--- src/rtl/serial_sub_pkg.sv ---
// Shared types for the bit-serial subtractor.
// Optional signed-overflow output is enabled by defining SERIAL_SUB_OVF_EN.
package serial_sub_pkg;

  typedef enum logic [1:0] {
    IDLE  = 2'd0,
    SHIFT = 2'd1,
    DONE  = 2'd2
  } sub_state_t;

endpackage

--- src/rtl/full_subtractor.sv ---
// One-bit full subtractor cell: d = x - y - bi, with borrow-out bo.
module full_subtractor (
  input  logic x,
  input  logic y,
  input  logic bi,
  output logic d,
  output logic bo
);

  assign d  = x ^ y ^ bi;
  assign bo = (~x & y) | (~(x ^ y) & bi);

endmodule

--- src/rtl/serial_subtractor.sv ---
// Bit-serial subtractor diff = a - b - bin, LSB first, behind a start/done handshake.
// Define SERIAL_SUB_OVF_EN to add the registered signed-overflow output ovf.
module serial_subtractor
  import serial_sub_pkg::*;
#(
  parameter int unsigned WIDTH = 4
) (
  input  logic             clk,
  input  logic             rst,
  input  logic             start,
  input  logic [WIDTH-1:0] a,
  input  logic [WIDTH-1:0] b,
  input  logic             bin,
  output logic             busy,
  output logic             done,
  output logic [WIDTH-1:0] diff,
`ifdef SERIAL_SUB_OVF_EN
  output logic             bout,
  output logic             ovf
`else
  output logic             bout
`endif
);

  localparam int unsigned CNT_W = (WIDTH > 2) ? $clog2(WIDTH) : 1;
  localparam logic [CNT_W-1:0] CNT_LAST = CNT_W'(WIDTH - 1);

  sub_state_t       r_state;
  logic [WIDTH-1:0] r_ra;
  logic [WIDTH-1:0] r_rb;
  logic [WIDTH-2:0] r_acc;
  logic [CNT_W-1:0] r_cnt;
  logic             r_br;
  logic             r_busy;
  logic             r_done;
  logic [WIDTH-1:0] r_diff;
  logic             r_bout;
  logic             w_d;
  logic             w_bo;

  full_subtractor u_cell (
    .x  (r_ra[0]),
    .y  (r_rb[0]),
    .bi (r_br),
    .d  (w_d),
    .bo (w_bo)
  );

  // Control FSM with datapath; result registers update only when entering DONE
  always_ff @(posedge clk or posedge rst) begin
    if (rst) begin
      r_state <= IDLE;
      r_ra    <= '0;
      r_rb    <= '0;
      r_acc   <= '0;
      r_cnt   <= '0;
      r_br    <= 1'b0;
      r_busy  <= 1'b0;
      r_done  <= 1'b0;
      r_diff  <= '0;
      r_bout  <= 1'b0;
    end else begin
      case (r_state)
        IDLE: begin
          r_done <= 1'b0;
          if (start) begin
            r_ra    <= a;
            r_rb    <= b;
            r_br    <= bin;
            r_cnt   <= '0;
            r_busy  <= 1'b1;
            r_state <= SHIFT;
          end
        end
        SHIFT: begin
          r_ra  <= r_ra >> 1;
          r_rb  <= r_rb >> 1;
          r_br  <= w_bo;
          r_cnt <= r_cnt + CNT_W'(1);
          r_acc <= (WIDTH-1)'({w_d, r_acc} >> 1);
          if (r_cnt == CNT_LAST) begin
            r_diff  <= {w_d, r_acc};
            r_bout  <= w_bo;
            r_done  <= 1'b1;
            r_state <= DONE;
          end
        end
        DONE: begin
          r_done  <= 1'b0;
          r_busy  <= 1'b0;
          r_state <= IDLE;
        end
        default: begin
          r_done  <= 1'b0;
          r_busy  <= 1'b0;
          r_state <= IDLE;
        end
      endcase
    end
  end

`ifdef SERIAL_SUB_OVF_EN
  logic r_ovf;

  // Signed overflow: borrow into the MSB stage differs from borrow out of it
  always_ff @(posedge clk or posedge rst) begin
    if (rst) begin
      r_ovf <= 1'b0;
    end else if (r_state == SHIFT && r_cnt == CNT_LAST) begin
      r_ovf <= r_br ^ w_bo;
    end
  end

  assign ovf = r_ovf;
`endif

  assign busy = r_busy;
  assign done = r_done;
  assign diff = r_diff;
  assign bout = r_bout;

endmodule
--- config.mk ---
export PLATFORM = sky130hd
export DESIGN_NAME = serial_subtractor
export DESIGN_NICKNAME = d
export VERILOG_FILES = /design/src/rtl/serial_sub_pkg.sv /design/src/rtl/full_subtractor.sv /design/src/rtl/serial_subtractor.sv
export SDC_FILE = /design/constraint.sdc
export NUM_CORES = 1
export LEC_CHECK = 0
export CELL_PAD_IN_SITES_DETAIL_PLACEMENT = 2
export CELL_PAD_IN_SITES_GLOBAL_PLACEMENT = 2
export CORE_ASPECT_RATIO = 0.5
export CORE_MARGIN = 2
export CORE_UTILIZATION = 34
export CTS_BUF_LIST = sky130_fd_sc_hd__clkbuf_4 sky130_fd_sc_hd__clkbuf_8
export CTS_CLUSTER_DIAMETER = 100
export CTS_CLUSTER_SIZE = 8
export DETAILED_ROUTE_END_ITERATION = 7
export PLACE_DENSITY_LB_ADDON = 0.1
export SYNTH_ARGS = -nofsm -noshare
export SYNTH_HDL_FRONTEND = slang
export SYNTH_SLANG_ARGS = --single-unit
--- constraint.sdc ---
create_clock -name clk -period 1.5 [get_ports clk]
set_clock_uncertainty 0.1 [all_clocks]
set_input_delay 0.3 -clock clk [delete_from_list [all_inputs] [get_ports clk]]
set_output_delay 0.3 -clock clk [all_outputs]
set_load 0.03 [all_outputs]
Yosys cells after proc, flatten, opt, wreduce, memory -nomap -nowiden
Index checks and enable logic that the tools add are counted.

cells by class
  equality and inequality tests = 4
  reduce and logical (&&, ||, !) cells = 6
  bitwise operators = 8
  muxes and demuxes = 15
  $add $sub $neg = 1

operators by type and width
  cell                                                                    number
  4-bit case mux with 2 select lines                                      2
  4-bit two-way mux                                                       2
  2-bit case mux with 2 select lines                                      2
  2-bit AND reduction                                                     4
  2-bit two-way mux                                                       3
  1-bit two-way mux                                                       4
  2-bit != test (second input constant)                                   2
  1-bit case mux with 2 select lines                                      2
  1-bit NOT                                                               3
  2-bit by 1-bit adder with 2-bit output (second input constant)          1
  1-bit AND                                                               2
  2-bit by 1-bit equality test with 1-bit output (second input constant)  1
  2-bit equality test (second input constant)                             1
  2-bit zero test                                                         1
  2-bit nonzero test                                                      1
  1-bit XOR                                                               2
  1-bit OR                                                                1

word-level totals
  flip-flop bits (word level) = 23
  logic and storage cells = 44
  output and inout port bits = 7
  input port bits = 12

Depth between registers and ports, before layout
  word-level depth = 5
  depth in mapped cells = 4
  gate-level depth less buffers = 3

Hierarchy
Synthesis repeated with hierarchy kept, for this count alone.

second synthesis, totals
  cell total of the unflattened synthesis = 86
  area, all modules = 1044.8 µm²

modules (own cells, without submodules)
  module             cells an instance  instances  sequential area each (µm²)  area an instance (µm²)
  serial_subtractor  82                 1          575.6                       1013.5
  full_subtractor    4                  1          0.0                         31.3

Worst setup path after synthesis
Ideal clock, no wire load.

  path kind = reg2reg
  start point = reg r_state[1]
  end point = reg r_ra[0]
  period minus slack after synthesis = 1331 ps
  slack = 169 ps
  arrival time = 1108 ps
  required time = 1277 ps
  library setup time = 123 ps
  buffers on the path = 1
  cell stages (with the launch flop) = 4
  cell sequence = dfrtp_1 > buf_6 > or4b_1 > o221a_2

between the ends
  word-level cells in the longest chain between the ends = 3
  elaborated cells between the ends (all ways) = 6
  classes of those cells = eq/ne: 2; mux: 1; reduce/logical: 3

ends and longest elaborated chain
  element                                                                                   line                     text
  start, declared                                                                           serial_subtractor.sv:28  sub_state_t r_state;
  start signal, assigned                                                                    serial_subtractor.sv:52  r_state <= IDLE;
  start signal, assigned                                                                    serial_subtractor.sv:72  r_state <= SHIFT;
  start signal, assigned                                                                    serial_subtractor.sv:85  r_state <= DONE;
  2-bit by 1-bit equality test with 1-bit output / 2-bit zero test (equally long branches)  serial_subtractor.sv:63  case (r_state)
  2-bit nonzero test (no source line) / 2-bit != test (equally long branches)               --
  2-bit AND reduction (no source line)                                                      --
  end signal, assigned                                                                      serial_subtractor.sv:76  r_ra <= r_ra >> 1;
  end, declared                                                                             serial_subtractor.sv:29  logic [WIDTH-1:0] r_ra;

Parallel ways exist; a longest one is shown, timed or not.
A chain may end at the register's enable or synchronous reset.

Final worst setup path
Ends and elaborated chain as after synthesis.

==> results.sh <==
export IMPL_grt_max_degree=24
export IMPL_antenna_found_initial=0
export IMPL_worst_pin_slew_ps=344.7
export IMPL_n_antenna_cell=0
export IMPL_die_area_mm2=0.003611
export IMPL_cts_tree="yes"
export IMPL_post_dp_hpwl_um=1822
export IMPL_die_y_um=43.50
export IMPL_min_period_ps=1438
export IMPL_rsz0062_at_grt="no"
export IMPL_num_rows=14
export IMPL_endpoint_kind="flop"
export IMPL_synth_edf_count=0
export IMPL_synth_nets=95
export IMPL_cts_resized=6
export IMPL_hold_violations=0
export IMPL_synthArstFlopShare_pct=100.0
export IMPL_netlist_area_mm2=0.001061
export IMPL_synth_top_area_share_pct=54.25
export IMPL_start_util_pct=35.42
export IMPL_r2r_end="r_ra[0]"
export IMPL_ant_nets=0
export IMPL_grt_usage_pct=15.97
export IMPL_cts_sinks=23
export IMPL_drc_errors=0
export IMPL_reg2regPathDepth=2
export IMPL_required_ps=1550
export IMPL_wire_per_inst_um=17.05
export IMPL_clkSlewWorstSetupHoldPaths_ps=80
export IMPL_syn_to_final_growth_pct=30.31
export IMPL_drt_iter0_drc=33
export IMPL_firstDrtPassIters=3
export IMPL_status="complete, no violations"
export IMPL_cp_endpoint="r_ra[0]"
export IMPL_fp_dieW_um=83
export IMPL_power_total_mw=2.897
export IMPL_ir_drop_mv=0.7562
export IMPL_via_per_inst=5.021
export IMPL_layout_nets=121
export IMPL_fmax_mhz=695.2
export IMPL_gp_congestion=0.6829
export IMPL_io_pins=19
export IMPL_synth_top_cells_by_area="dfrtp_1 (54%), mux2_2 (7.4%), nor4b_1 (3.3%)"
export IMPL_cp_startpoint="r_state[1]"
export IMPL_post_dp_cell_area_mm2=0.001326
export IMPL_cts_hold_fix_buffers=0
export IMPL_worstSetupStartpointType="flop"
export IMPL_hold_path_class="input pin to asynchronous set/reset pin"
export IMPL_ys_seq_area_share_pct=54.25
export IMPL_yosys_area_top_type="dfrtp_1"
export IMPL_place_port_buffers=18
export IMPL_numCtsBuffers=3
export IMPL_finalMaxSlewViolations=0
export IMPL_synth_flop_cell="dfrtp_1"
export IMPL_maxCapViolCount=0
export IMPL_relSlewSlack_pct=77.02
export IMPL_fin_area_mm2=0.001383
export IMPL_ys_warn_count=0
export IMPL_clkLatencyLatePin_ps=260
export IMPL_r2r_slack_ps=60
export IMPL_yosysMostFrequentCell="dfrtp_1"
export IMPL_power_density_mw_per_mm2=2096
export IMPL_ys_ff_latch=23
export IMPL_power_leakage_nw=0.6575
export IMPL_finalCritPeriodShare_pct=95.90
export IMPL_fp_coreArea_mm2=0.002995
export IMPL_yosys_top_cells_count="dfrtp_1 (23), inv_1 (8), mux2_2 (7)"
export IMPL_worst_path_max_fanout=11
export IMPL_syn_area_per_cell_um2=13.10
export IMPL_clockBufferDepth=2
export IMPL_yosysUniqueCellTypes=27
export IMPL_root_buffer="clkbuf_8"
export IMPL_critPathKind="flop to flop"
export IMPL_setup_violations=0
export IMPL_grt_pass1_wl_um=4326
export IMPL_synthesis_instances=81
export IMPL_cts_setup_buffers=0
export IMPL_cp_arrival_ps=1490
export IMPL_cts_htree_levels=1
export IMPL_wl_um=2489
export IMPL_grt_overflow_total=0
export IMPL_grt_pass1_vias=849
export IMPL_reg2reg_from="r_state[1]"
export IMPL_final_layout_size_suffix_gt1_share_pct=28.30
export IMPL_dr_total_vias=733
-- registers in the layout, indices dropped and copies added, names as in the netlist --
register and count:
bout 1, r_acc 3, busy 1, r_state 2, r_br 1, r_cnt 2
r_rb 4, diff 4, done 1, r_ra 4
-- logic make-up (layout without fill, tap and decap cells) --
logic type	after synthesis	after routing	synth area share [%]
flops	23	23	54.25
simple gates	20	20	16.16
compound gates	14	14	11.09
buf+inv	13	38	6.132
mux	9	9	9.317
fa+ha+maj	2	2	3.066
-- stage by stage --
| stage | hold slack [ps] | TNS [ps] | setup slack, ps | cells | util [%] |
|---|---|---|---|---|---|
| 2_1_floorplan | 201.9 | 0 | 169.3 | 81 | - |
| 3_3_place_gp | 359.5 | -922.0 | -171.0 | 142 | 44.28 |
| 3_5_place_dp | 393.1 | -1608 | -239.3 | 142 | 44.28 |
| 4_1_cts | 297.5 | 0 | 17.05 | 146 | 45.57 |
| 5_1_grt | 326.9 | 0 | 17.58 | 146 | 46.16 |
| 6_report | 282.4 | 0 | 61.55 | 146 | 46.16 |
-- cell usage in the layout, fill, tap and decap left out, types with 2 or more instances in the layout --
cell,Yosys,layout
nor2_1,2,2
clkbuf_8,0,3
nor4b_1,4,2
clkdlybuf4s50_1,0,10
mux2_2,7,7
o221a_2,3,3
a211oi_1,3,3
inv_1,8,8
dlygate4sd2_1,0,6
dfrtp_1,23,22
nor3b_1,4,4
or4b_1,3,3
nor4b_2,0,2
buf_4,0,8
mux2i_1,2,2
a21oi_1,2,2
nand2b_1,3,3
-- final cells by class --
class / count / area [µm²]
clock inverters: 1 / 5.005
clock buffers: 3 / 41.29
repair buffers: 26 / 245.2
inverters: 8 / 30.03
fillers: 296 / 1613
multi-input cells: 45 / 434.2
well taps: 40 / 50.05
flip-flops and latches: 23 / 576.8
-- per-layer routing --
layer  global-route usage [%]  vias up  routed length [µm]  share of wire (%)
met3                    4.762        2                  99                4.0
met1                    19.95      377                1162                 47
li1                         -      342                   -                  -
met5                        0        -                   0                  0
met4                    3.607        0                  10               0.40
met2                    28.23       12                1216                 49
-- worst min-delay path by stage --
stage                     to  slack, ps  cells past startpoint
floorplan               bout        200                      1
global placement     r_rb[3]        360                      1
detailed placement  r_cnt[0]        390                      1
CTS                  diff[0]        300                      3
global route            done        330                      3
finish                  done        280                      3
-- worst max-delay path, cell delays in order (launching register included) --
cell and delay, ps:
dfrtp_1 510, or4b_1 580, o221a_2 140
-- power by group --
group | internal (mW) | switching [mW]
clock | 0.185 | 0.202
sequential | 0.922 | 0.228
combinational | 0.682 | 0.678
total | 1.79 | 1.11
(Power assumes the default switching activity.)
